==> src/rtl/epd_update_ctrl.sv <==
// E-paper panel update sequencer: powers the panel rails, runs clean and gray waveform frames
// against an external timing generator, then powers down and reports a completion status.
module epd_update_ctrl #(
    parameter int unsigned CLEAN_FRAMES  = 15,
    parameter int unsigned GRAY_FRAMES   = 12,
    parameter int unsigned PWR_SETTLE    = 2000,
    parameter int unsigned PWR_TIMEOUT   = 500000,
    parameter int unsigned FRAME_TIMEOUT = 200000,
    parameter int unsigned PWR_DN_WAIT   = 1000
) (
    input  logic       glb_clk,
    input  logic       glb_nrst,
    input  logic       req_valid,
    input  logic       req_mode,
    output logic       req_ready,
    input  logic       abort,
    output logic       pwr_en,
    input  logic       pwr_good,
    output logic       frame_start,
    input  logic       frame_done,
    output logic       frame_phase,
    output logic [3:0] frame_idx,
    output logic       busy,
    output logic       done,
    output logic [1:0] status
);

    localparam int unsigned SettleW   = $clog2(PWR_SETTLE) + 1;
    localparam int unsigned PtmoW     = $clog2(PWR_TIMEOUT) + 1;
    localparam int unsigned FtmoW     = $clog2(FRAME_TIMEOUT) + 1;
    localparam int unsigned DnW       = $clog2(PWR_DN_WAIT) + 1;
    localparam int unsigned MaxFrames = (CLEAN_FRAMES > GRAY_FRAMES) ? CLEAN_FRAMES : GRAY_FRAMES;
    localparam int unsigned IdxW      = $clog2(MaxFrames) + 1;

    localparam logic [1:0] StatOk       = 2'd0;
    localparam logic [1:0] StatAbort    = 2'd1;
    localparam logic [1:0] StatPwrTmo   = 2'd2;
    localparam logic [1:0] StatFrameErr = 2'd3;

    typedef enum logic [2:0] {
        StIdle,
        StPwrUp,
        StCleanIssue,
        StCleanWait,
        StGrayIssue,
        StGrayWait,
        StPwrDn
    } state_e;

    state_e             state_q, state_d;
    logic               mode_q, mode_d;
    logic               abort_q, abort_d;
    logic [SettleW-1:0] settle_q, settle_d;
    logic [PtmoW-1:0]   ptmo_q, ptmo_d;
    logic [FtmoW-1:0]   ftmo_q, ftmo_d;
    logic [DnW-1:0]     dn_q, dn_d;
    logic [IdxW-1:0]    idx_q, idx_d;
    logic [1:0]         status_q, status_d;

    logic req_ready_q, pwr_en_q, frame_start_q, frame_phase_q, busy_q, done_q;

    always_comb begin
        state_d  = state_q;
        mode_d   = mode_q;
        abort_d  = abort_q;
        settle_d = settle_q;
        ptmo_d   = ptmo_q;
        ftmo_d   = '0;
        dn_d     = '0;
        idx_d    = idx_q;
        status_d = status_q;

        unique case (state_q)
            StIdle: begin
                if (req_valid && req_ready_q) begin
                    mode_d   = req_mode;
                    status_d = StatOk;
                    abort_d  = 1'b0;
                    settle_d = '0;
                    ptmo_d   = '0;
                    idx_d    = '0;
                    state_d  = StPwrUp;
                end
            end

            StPwrUp: begin
                settle_d = pwr_good ? settle_q + 1'b1 : '0;
                ptmo_d   = ptmo_q + 1'b1;
                if (abort) begin
                    status_d = StatAbort;
                    state_d  = StPwrDn;
                end else if (settle_d == SettleW'(PWR_SETTLE)) begin
                    if (mode_q) begin
                        idx_d   = IdxW'(CLEAN_FRAMES - 1);
                        state_d = StCleanIssue;
                    end else begin
                        idx_d   = '0;
                        state_d = StGrayIssue;
                    end
                end else if (ptmo_d == PtmoW'(PWR_TIMEOUT)) begin
                    status_d = StatPwrTmo;
                    state_d  = StPwrDn;
                end
            end

            StCleanIssue, StGrayIssue: begin
                // frame_done is deliberately not looked at while frame_start is high
                abort_d = abort_q | abort;
                if (!pwr_good) begin
                    status_d = StatFrameErr;
                    state_d  = StPwrDn;
                end else begin
                    state_d = (state_q == StCleanIssue) ? StCleanWait : StGrayWait;
                end
            end

            StCleanWait, StGrayWait: begin
                abort_d = abort_q | abort;
                ftmo_d  = ftmo_q + 1'b1;
                if (!pwr_good) begin
                    status_d = StatFrameErr;
                    state_d  = StPwrDn;
                end else if (ftmo_d == FtmoW'(FRAME_TIMEOUT)) begin
                    status_d = StatFrameErr;
                    state_d  = StPwrDn;
                end else if (frame_done) begin
                    if (abort_d) begin
                        status_d = StatAbort;
                        state_d  = StPwrDn;
                    end else if (state_q == StCleanWait) begin
                        if (idx_q == '0) begin
                            state_d = StGrayIssue;
                        end else begin
                            idx_d   = idx_q - 1'b1;
                            state_d = StCleanIssue;
                        end
                    end else if (idx_q == IdxW'(GRAY_FRAMES - 1)) begin
                        state_d = StPwrDn;
                    end else begin
                        idx_d   = idx_q + 1'b1;
                        state_d = StGrayIssue;
                    end
                end
            end

            StPwrDn: begin
                abort_d = 1'b0;
                dn_d    = dn_q + 1'b1;
                if (dn_d == DnW'(PWR_DN_WAIT)) begin
                    dn_d    = '0;
                    state_d = StIdle;
                end
            end

            default: state_d = StIdle;
        endcase
    end

    always_ff @(posedge glb_clk or negedge glb_nrst) begin
        if (!glb_nrst) begin
            state_q       <= StIdle;
            mode_q        <= 1'b0;
            abort_q       <= 1'b0;
            settle_q      <= '0;
            ptmo_q        <= '0;
            ftmo_q        <= '0;
            dn_q          <= '0;
            idx_q         <= '0;
            status_q      <= StatOk;
            req_ready_q   <= 1'b1;
            pwr_en_q      <= 1'b0;
            frame_start_q <= 1'b0;
            frame_phase_q <= 1'b0;
            busy_q        <= 1'b0;
            done_q        <= 1'b0;
        end else begin
            state_q       <= state_d;
            mode_q        <= mode_d;
            abort_q       <= abort_d;
            settle_q      <= settle_d;
            ptmo_q        <= ptmo_d;
            ftmo_q        <= ftmo_d;
            dn_q          <= dn_d;
            idx_q         <= idx_d;
            status_q      <= status_d;
            // Outputs are registered from the next state so they line up with state_q
            req_ready_q   <= (state_d == StIdle);
            pwr_en_q      <= (state_d != StIdle) && (state_d != StPwrDn);
            frame_start_q <= (state_d == StCleanIssue) || (state_d == StGrayIssue);
            frame_phase_q <= (state_d == StGrayIssue) || (state_d == StGrayWait);
            busy_q        <= (state_d != StIdle);
            done_q        <= (state_q == StPwrDn) && (state_d == StIdle);
        end
    end

    assign req_ready   = req_ready_q;
    assign pwr_en      = pwr_en_q;
    assign frame_start = frame_start_q;
    assign frame_phase = frame_phase_q;
    assign frame_idx   = 4'(idx_q);
    assign busy        = busy_q;
    assign done        = done_q;
    assign status      = status_q;

endmodule
==> config.mk <==
export PLATFORM = sky130hd
export DESIGN_NAME = epd_update_ctrl
export DESIGN_NICKNAME = d
export VERILOG_FILES = /design/src/rtl/epd_update_ctrl.sv
export SDC_FILE = /design/constraint.sdc
export NUM_CORES = 1
export LEC_CHECK = 0
export BUFFER_PORTS_ARGS = -buffer_cell sky130_fd_sc_hd__buf_2
export CAP_MARGIN = 20
export CORE_AREA = 2 2 82 115
export CTS_CLUSTER_SIZE = 10
export DETAILED_ROUTE_END_ITERATION = 7
export DIE_AREA = 0 0 84 117
export HOLD_SLACK_MARGIN = 0.05
export PLACE_DENSITY_LB_ADDON = 0.08
export RECOVER_POWER = 100
export SYNTH_ARGS = -nofsm -noshare
export SYNTH_HDL_FRONTEND = slang
export SYNTH_SLANG_ARGS = --single-unit
==> constraint.sdc <==
create_clock -name glb_clk -period 7.35 [get_ports glb_clk]
set_input_delay 0.735 -clock glb_clk [delete_from_list [all_inputs] [get_ports glb_clk]]
set_output_delay 0.735 -clock glb_clk [all_outputs]
set_load 0.05 [all_outputs]
==> impl_results.md <==
- Run status: finished with violations
- Failing checks: max-capacitance violations, max-slew violations
- Antenna Diode Count: 0
- Remaining global-route overflow: 0
- Nets: 566
- CTS H-tree depth: 3
- Final instance area: 5250 um^2
- Number of cells on the critical path: 2
- CP top delay family: buffers and inverters
- First-pass GRT wire length: 18,300 um
- Main flop type after synthesis: dfrtp_1
- Post-synth EDFFs: 0
- #FFs+latches synth: 80
- Routed via count: 4,119
- Mapped Area: 4910 um^2
- Clock sinks: 80
- Setup Buffers After CTS: 0
- Crit Path Category: input port to async pin
- Worst-margin pin slew: 3.28 ns
- Initial antenna violation count: 0
- Max-cap violation count: 1
- DRT Wirelength: 10,600 um
- Synthesized instance count: 554
- Largest net degree at the start of global routing: 81
- CTS Buf Count: 9
- Drt first pass iters: 4
- R2R Path End: status[0]
- Cts hold-fix bufs: 0
- Vias per Instance: 6.21
- CP max-delay cell: clkbuf_1
- Vias in the first global route: 3,914
- Core area: 8870 um^2
- Clk Latency, worst-skew pair: 0.34 ns
- Drc violations: 0
- Yosys top cell by area: dfrtp_1
- Count of cell types in the netlist: 74
- Post-DP HPWL: 7340 um
- DP Area: 5000 um^2
- Initial core utilization: 0.553
- TNS Setup: 0 ns
- Die Width: 84 um
- Cts repair resizes: 0
- VDD IR max: 0.181 mV
- Fin crit share: 0.564
- F_max: 241 MHz
- Setup violations, final: 0
- Crit-path max cell delay: 2.36 ns
- Synth async-reset ratio: 1.00
- Crit path time final: 4.15 ns
- CP Max Fanout: 63
- Slew headroom: -1.19
- Row Count: 41
- Max-slew violations: 64
- Reg-to-reg startpoint: ftmo_q[3]
- Flop-to-flop setup slack: 3.71 ns
- CP most frequent cell: clkbuf_1
- Startpoint Class: input port
- WL/cell: 16.0 um
- Fin Clk Skew: 0.00735 ns
- Pwr per Cell Area: 311 nW/um^2
- Top-count cell post-synth: dfrtp_1
- Final hold violations: 0
- RSZ-0062 raised after global routing: false
- CTS Root Cell: clkbuf_16
- Worst Hold End: dn_q[0]
- Leak: 2.07 nW
- Critical path, cell by cell: clkbuf_1 > clkbuf_1
- 1st-iter DRT viols: 219
- Seq/Total Area, Yosys: 0.408
- Largest cells by area after synthesis: dfrtp_1 40%, xnor2_1 5.4%, o21ai_0 5.2%, nor2_1 4.8%, nand2_1 3.2%
- Commonest cells post-synth: 79 x dfrtp_1, 63 x nor2_1, 51 x o21ai_0
- Port-buffer cells: 18
- Hold crit path type: register to register
- Worst R2R Path Depth: 8
- Min-Delay Startpoint: dn_q[0]
- YS warnings: 0
- Layout cell share with drive strength beyond 1: 0.0629
- GRT Overall Usage: 0.231
- CP arrival: 3.86 ns
- Post-synth net total: 569
- Synth top area share: 0.403
- Clock tree from TritonCTS: done
- Routed Antenna Nets: 0
- Die area: 9830 um^2
- Fill count: 813
- Crit end category: async pin
- Hold depth: 1
- Post-Syn Area per Cell: 8.86 um^2
- Layout Cells excl Fill: 663
- # IOs: 19
- CP required: 7.06 ns
- Area delta synth->final: 7.06%
- Chip height: 117 um
- Util after Layout: 0.592
- Placed cells: 646
- Worst-path clk slew: 0.06 ns
- GP Congestion: 0.827
- CTS max path bufs: 2
- Buf/Inv on CP: 2
worst max path at each step:
stage	start	endpoint
after floorplan	ptmo_q[0]	status[0]
after global placement	dn_q[2]	busy
after detailed placement	dn_q[2]	busy
after CTS	dn_q[2]	busy
after global routing	glb_nrst	state_q[2]
final	glb_nrst	ptmo_q[15]
layout make-up:
| cell class | count | area [um^2] | share of cell area |
|---|---|---|---|
| clock buffers | 13 | 260 | 0.0495 |
| clock inverters | 3 | 40.0 | 0.00762 |
| inverters | 14 | 52.6 | 0.0100 |
| multi-input cells | 424 | 2670 | 0.508 |
| flip-flops and latches | 80 | 2000 | 0.381 |
| well taps | 107 | 134 | 0.0255 |
| repair buffers | 22 | 92.6 | 0.0176 |
registers in the layout (all words and copies together), names as in the netlist:
register	cells
req_ready	1
ptmo_q	20
mode_q	1
abort_q	1
ftmo_q	19
idx_q	5
settle_q	12
done	1
pwr_en	1
busy	1
state_q	3
frame_start	1
dn_q	11
status	2
frame_phase	1
cells in the final DEF, fill, tap and decap left out, types with 9 or more instances in the layout:
cell | synthesis | final
a21oi_1 | 18 | 18
and3_1 | 9 | 9
clkbuf_1 | 25 | 18
clkbuf_16 | 0 | 9
dfrtp_1 | 79 | 79
inv_1 | 13 | 13
nand2_1 | 42 | 42
nand3_1 | 25 | 25
nand4_1 | 16 | 16
nor2_1 | 63 | 63
nor3_1 | 20 | 19
nor4_1 | 10 | 12
o21ai_0 | 51 | 52
o31ai_1 | 10 | 10
xnor2_1 | 30 | 30
xor2_1 | 9 | 9
cell families (layout without fill, tap and decap cells):
logic type | Yosys count | after routing | share of synthesized area
simple gates | 235 | 235 | 0.258
compound gates | 135 | 135 | 0.184
flops | 80 | 80 | 0.408
buf+inv | 50 | 52 | 0.0428
xor+xnor | 39 | 39 | 0.0696
fa+ha+maj | 8 | 8 | 0.0219
mux | 7 | 7 | 0.0150
per-layer routing:
layer	global-route usage	wire length [um]
met1	0.276	4650
met2	0.417	5560
met3	0.0470	239
met4	0.0806	187
met5	0	0
through the flow:
step | setup slack, ns | total power, mW | hold WS, ns
finish | 3.20 | 1.64 | 0.452
global route | 2.22 | 1.75 | 0.482
CTS | 3.93 | 1.67 | 0.463
detailed placement | 3.95 | 1.21 | 0.455
global placement | 3.88 | 1.20 | 0.441
floorplan | 4.53 | 1.09 | 0.425
where the power goes:
group	leakage [nW]	internal, mW	switching (mW)	total [mW]
clock network	0.150	0.280	0.167	0.448
logic	0.838	0.170	0.362	0.533
registers	1.08	0.526	0.129	0.655
Note: power is estimated with default switching activity, not from simulation.
